<file path="config.mk">
export PLATFORM = sky130hd
export DESIGN_NAME = gpio_pwm_ctrl_flat
export DESIGN_NICKNAME = d
export VERILOG_FILES = /design/src/rtl/gpio_pwm_ctrl_if.sv /design/src/rtl/gpio_pwm_ctrl.sv /design/src/flat_wrapper.sv
export SDC_FILE = /design/constraint.sdc
export NUM_CORES = 1
export LEC_CHECK = 0
export CORE_MARGIN = 10
export CORE_UTILIZATION = 63
export CTS_CLUSTER_SIZE = 20
export DETAILED_ROUTE_END_ITERATION = 16
export MAX_ROUTING_LAYER = met4
export PLACE_DENSITY_LB_ADDON = 0.08
export REMOVE_ABC_BUFFERS = 1
export SLEW_MARGIN = 20
export SYNTH_ARGS = -nofsm -noshare
export SYNTH_HDL_FRONTEND = slang
export SYNTH_SLANG_ARGS = --single-unit
export TNS_END_PERCENT = 100
</file>
<file path="constraint.sdc">
create_clock -name clk -period 5.85 [get_ports clk]
set_input_delay 0.585 -clock clk [delete_from_list [all_inputs] [get_ports clk]]
set_output_delay 0.585 -clock clk [all_outputs]
set_load 0.05 [all_outputs]
</file>
<file path="src/rtl/gpio_pwm_ctrl_if.sv">
// gpio_pwm_ctrl_if: CPU data-store bus into the GPIO/PWM register block.
interface gpio_pwm_ctrl_if;
  logic        we;
  logic [31:0] addr;
  logic [31:0] wr_data;
  logic [31:0] rd_data;
  modport master (output we, addr, wr_data, input rd_data);
  modport slave (input we, addr, wr_data, output rd_data);
endinterface

</file>
<file path="src/rtl/gpio_pwm_ctrl.sv">
// gpio_pwm_ctrl: memory-mapped GPIO/LED controller with direct, PWM, blink and inverted modes per channel.
module gpio_pwm_ctrl #(
  parameter int          NUM_CH     = 8,
  parameter logic [31:0] BASE_ADDR  = 32'h20000,
  parameter int          PRESCALE_W = 16,
  parameter int          PWM_W      = 8
) (
  input  logic                clk,
  input  logic                rst_n,
  gpio_pwm_ctrl_if.slave      bus,
  output logic [NUM_CH-1:0]   gpio_o
);
  localparam logic [PWM_W-1:0] PWM_MAX = '1;
  logic [NUM_CH-1:0]     out_r;
  logic [2*NUM_CH-1:0]   mode_r;
  logic [PRESCALE_W-1:0] presc_r;
  logic [PRESCALE_W-1:0] tick_cnt;
  logic [PWM_W-1:0]      pwm_cnt;
  logic [PWM_W-1:0]      duty [NUM_CH];
  logic [PWM_W-1:0]      duty_sh [NUM_CH];
  logic                  blink_ph;
  logic                  hit, wr, tick, wrap;
  logic [5:0]            off;
  logic [31:0]           rd_val;
  logic [NUM_CH-1:0]     gpio_nxt;
  logic                  unused_bits;
  assign hit         = bus.addr[31:8] == BASE_ADDR[31:8];
  assign off         = bus.addr[7:2];
  assign wr          = bus.we & hit;
  assign tick        = tick_cnt == presc_r;
  assign wrap        = tick & (pwm_cnt == PWM_MAX);
  assign unused_bits = ^{bus.addr[1:0], bus.wr_data};
  always_comb begin
    rd_val = !hit ? '0 :
             off == 6'd0 ? 32'(out_r) :
             off == 6'd1 ? 32'(mode_r) :
             off == 6'd2 ? 32'(presc_r) :
             off == 6'd3 ? {16'b0, 8'(pwm_cnt), 7'b0, blink_ph} : '0;
    for (int i = 0; i < NUM_CH; i++)
      if (hit && off == 6'(i + 4)) rd_val = 32'(duty[i]);
  end
  // mode bits {hi,lo}: 00 direct, 01 pwm, 10 blink, 11 inverted
  always_comb begin
    gpio_nxt = '0;
    for (int i = 0; i < NUM_CH; i++)
      gpio_nxt[i] = mode_r[2*i+1] ? (mode_r[2*i] ? ~out_r[i] : out_r[i] & blink_ph)
                                  : (mode_r[2*i] ? pwm_cnt < duty_sh[i] : out_r[i]);
  end
  always_ff @(posedge clk or negedge rst_n) begin
    if (!rst_n) begin
      out_r       <= '0;
      mode_r      <= '0;
      presc_r     <= '0;
      tick_cnt    <= '0;
      pwm_cnt     <= '0;
      blink_ph    <= 1'b0;
      gpio_o      <= '0;
      bus.rd_data <= '0;
      for (int i = 0; i < NUM_CH; i++) begin
        duty[i]    <= '0;
        duty_sh[i] <= '0;
      end
    end else begin
      bus.rd_data <= rd_val;
      gpio_o      <= gpio_nxt;
      tick_cnt    <= ((wr && off == 6'd2) || tick) ? '0 : tick_cnt + PRESCALE_W'(1);
      if (tick) pwm_cnt <= pwm_cnt + PWM_W'(1);
      if (wrap) blink_ph <= ~blink_ph;
      if (wr && off == 6'd0) out_r <= bus.wr_data[NUM_CH-1:0];
      if (wr && off == 6'd1) mode_r <= bus.wr_data[2*NUM_CH-1:0];
      if (wr && off == 6'd2) presc_r <= bus.wr_data[PRESCALE_W-1:0];
      // shadow only reloads at period wrap so a duty change never cuts a pulse short
      for (int i = 0; i < NUM_CH; i++) begin
        if (wrap) duty_sh[i] <= duty[i];
        if (wr && off == 6'(i + 4)) duty[i] <= bus.wr_data[PWM_W-1:0];
      end
    end
  end
endmodule
</file>
<file path="src/flat_wrapper.sv">
// flat-port wrapper written by rule: the top's interface ports become plain ports
module gpio_pwm_ctrl_flat 
#(
  parameter int          NUM_CH     = 8,
  parameter logic [31:0] BASE_ADDR  = 32'h20000,
  parameter int          PRESCALE_W = 16,
  parameter int          PWM_W      = 8
)
  (clk, rst_n, gpio_o, bus_we, bus_addr, bus_wr_data, bus_rd_data);
  gpio_pwm_ctrl_if bus_i ();
  input  logic clk;
  input  logic rst_n;
  output logic [NUM_CH-1:0] gpio_o;
  input wire logic [$bits(bus_i.we)-1:0] bus_we;
  input wire logic [$bits(bus_i.addr)-1:0] bus_addr;
  input wire logic [$bits(bus_i.wr_data)-1:0] bus_wr_data;
  output wire logic [$bits(bus_i.rd_data)-1:0] bus_rd_data;
  assign bus_i.we = bus_we;
  assign bus_i.addr = bus_addr;
  assign bus_i.wr_data = bus_wr_data;
  assign bus_rd_data = bus_i.rd_data;
  gpio_pwm_ctrl #(.NUM_CH(NUM_CH), .BASE_ADDR(BASE_ADDR), .PRESCALE_W(PRESCALE_W), .PWM_W(PWM_W)) u_core (.clk(clk), .rst_n(rst_n), .bus(bus_i), .gpio_o(gpio_o));
endmodule
</file>
==> results.cfg <==
[run_status]
run_status = completed

[route]
drtIter0Drc = 521
post_drt_via_cell_ratio = 6.02
avgRoutedWirePerCell_um = 21.8
route.detailed.drc = 0
postRouteWirelength_mm = 27.3
number_of_vias_in_the_routed_layout = 7544
drt_pre_antenna_iters = 4
antenna_left = 0

[timing]
finalSetupTns_ns = 0
timing.clock.skew_ns = 0.0266
grt_setup_unrepaired = no
layout_min_cycle_time_ns = 3.19
slew_viol_final = 0
fmax_ghz = 0.313
worst_slew_pin_slew_ns = 0.984
hold_viol_final = 0
timing.max_slew.rel_slack_pct = 34.2
finalCritPeriodShare_pct = 54.6
setup_violations = 0

[pwr]
power.static_leakage_nw = 6.14
power_density_mw_per_mm2 = 247
worst_ir_drop_vdd_mv = 0.284

[global_route]
globalRouteTotalUtil_pct = 23.7
grt_first_pass_wirelength_mm = 44.4
vias_in_the_first_global_route = 7687
pin_count_of_the_biggest_net_entering_global_routing = 104
grt_antenna_before_repair = 0
globalRoute.totalOverflow = 0

[final_layout]
n_fill_cell = 1265
flow.area_growth_from_synthesis_pct = 13.8
post_route_cells_drive_above_1_share_pct = 24.8
final_nets = 1132
n_antenna_cell = 0
final_cell_area_mm2 = 0.0130

[worst_setup_path]
worst_setup_path_end_kind = flip-flop
cp_cell_sequence = clkdlybuf4s50_1, nor4b_1, nand3_2, nor3_2, buf_4, or2_0, nor2_1
worstReg2RegStart = u_core.presc_r[15]
cp_slowest_cell = sky130_fd_sc_hd__or2_0
cp.depth = 7
kind_of_critical_path = primary input to flip-flop
endpoint_arrival_time_on_the_critical_path_ns = 3.56
cp.buffers_inverters = 2
crit_path_start_kind = primary input
critPathTopFamily = simple AND/OR/NAND/NOR gates
ff2ff_path_depth = 6
timing.critical_path.from = bus_addr[12]
critical_path_required_ns = 6.22
critical_path.max_stage_delay_ns = 0.72
worst-path-max-fanout = 20

[yosys]
syn-cell-area_mm2 = 0.0114
post_synth_mux_area_share_pct = 21.5
dominant_combinational_cell_family_by_area_after_synthesis = multiplexers
synthAdderAreaFrac_pct = 6.36
synth-async-reset-ratio_pct = 100
synth-edff-count = 0
synth_simple_gate_area_share_pct = 9.20
synth_seq_area_share_pct = 47.6
yosysUniqueCellTypes = 58
synth_compound_area_share_pct = 7.09
synth_xor_area_share_pct = 2.92
synth.avg_cell_area_um2 = 12.1
ys_ff_latch = 217
postSynthCellCount = 943
ys.flop_type = sky130_fd_sc_hd__dfrtp_1
yosys_warnings = 0

[clock_tree]
cts_root_buf = sky130_fd_sc_hd__clkbuf_16
cts-hold-fix-buffers = 0
tritoncts.num_buffers = 23
cts_htree_levels = 1
cts_setup_buffers = 0
clock_transition_at_path_regs_ns = 0.06
tritoncts_num_sinks = 217
clk_path_buf_depth = 3
cts_resized = 0
clkLatencyLatePin_ns = 0.52
cts_tree = built

[min_path]
worst_hold_path_type = primary input to async pin

[placement]
numPortBuffers = 72
routabilityCongestion = 0.866
postPlaceCellArea_mm2 = 0.0122
post-dp-hpwl_mm = 19.0

[die]
io_pins = 107
floorplan.initialDensity_pct = 63.8
num_rows = 49
design.die.area_mm2 = 0.0239
die_height_um = 155
die_width_um = 155
placeableCoreArea_mm2 = 0.0179

[flow_run]
max-cap-violations = 0
-- flip-flops by register name, indices dropped and copies added, names as in the netlist --
register and count:
u_core.mode_r 16, u_core.out_r 8, u_core.tick_cnt 16, u_core.gpio_o 8
u_core.presc_r 16, u_core.duty_sh 64, u_core.blink_ph 1, u_core.bus.rd_data 16
u_core.duty 64, u_core.pwm_cnt 8
-- power breakdown --
group	switching, W	internal [W]
Combinational	0.000116	0.0000544
Clock	0.000605	0.000924
Sequential	0.00000618	0.00150
-- synth_stat cells (19+ instances only) --
cell type	n	area, um^2
sky130_fd_sc_hd__inv_1	63	236
sky130_fd_sc_hd__mux2_4	50	751
sky130_fd_sc_hd__nand2_1	38	143
sky130_fd_sc_hd__buf_4	20	150
sky130_fd_sc_hd__nor2_1	54	203
sky130_fd_sc_hd__o21ai_0	35	175
sky130_fd_sc_hd__ha_1	58	726
sky130_fd_sc_hd__dfrtp_1	217	5430
sky130_fd_sc_hd__mux2_2	127	1430
sky130_fd_sc_hd__clkbuf_1	19	71.3
sky130_fd_sc_hd__a21oi_1	33	165
sky130_fd_sc_hd__xnor2_1	29	254
-- placed cells by master, fill, tap and decap left out, drive strengths merged, types with 3 or more instances in the layout --
cell type        n
a21oi           33
mux2           177
o211a            5
xor2             9
nor4             8
a31oi            3
a211oi           8
xnor2           29
nand2b          12
or4              5
o32a             5
nor2            54
nor3            13
clkdlybuf4s50   69
conb            16
mux4             7
buf             14
mux2i           12
clkbuf          32
ha              58
nand4           11
nand2           39
o21ai           35
a211o            6
a22oi           12
nand3           13
nor3b            5
clkinvlp         3
inv             65
and3             7
dfrtp          217
nor2b            8
a21o             6
bufinv           3
o22ai            3
-- final timing paths --
path,slack [ns],endpoint
max in group asynchronous,4.36,u_core.duty_sh[25]
setup reg to reg,2.85,u_core.duty_sh[52]
hold / removal,0.13,u_core.duty[5]
hold reg to reg,0.51,u_core.duty_sh[4]
min in group clk,0.51,u_core.duty_sh[4]
setup / recovery,2.66,u_core.tick_cnt[7]
-- per-layer routing --
| layer | track usage, % | vias up | share of wire (%) |
|---|---|---|---|
| met4 | 4.81 | 0 | 1.6 |
| met2 | 37.8 | 200 | 49 |
| li1 | - | 3447 | - |
| met3 | 3.41 | 34 | 5.1 |
| met5 | - | - | 0 |
| met1 | 31.8 | 3863 | 45 |
-- cell type report --
type,instances,area [um^2],share of cell area (%)
Multi-Input combinational cell,619,5440,41.9
Sequential cell,217,5430,41.8
Timing Repair Buffer,83,798,6.14
Clock buffer,32,659,5.08
Tap cell,229,287,2.21
Inverter,63,236,1.82
Clock inverter,10,140,1.08
-- metrics by stage --
step | hold slack [ns] | total power [W] | utilization (%) | instances | setup slack (ns)
final | 0.127 | 0.00321 | 72.6 | 1253 | 2.66
after global routing | 0.185 | 0.00330 | 72.6 | 1253 | 2.42
after CTS | 0.150 | 0.00323 | 72.6 | 1253 | 2.65
after detailed placement | 0.495 | 0.00171 | 68.1 | 1211 | 2.13
after global placement | 0.483 | 0.00170 | 68.1 | 1211 | 2.13
after floorplan | 0.289 | 0.00160 | - | 899 | 2.70
-- worst reg2reg max path, delay by kind of cell (launching register included) --
kind | cells | cell delay, ns
buf+inv | 1 | 0.55
xor+xnor | 1 | 0.21
simple gates | 3 | 1.31
mux | 1 | 0.39
flops | 1 | 0.41
-- cells by family (layout without fill, tap and decap cells) --
logic type | after synthesis | after routing
flops | 217 | 217
mux | 196 | 196
simple gates | 185 | 185
compound gates | 126 | 126
buf+inv | 122 | 188
fa+ha+maj | 58 | 58
xor+xnor | 38 | 38
other cells | 1 | 16
No activity file was read; power rests on OpenSTA's default activity.
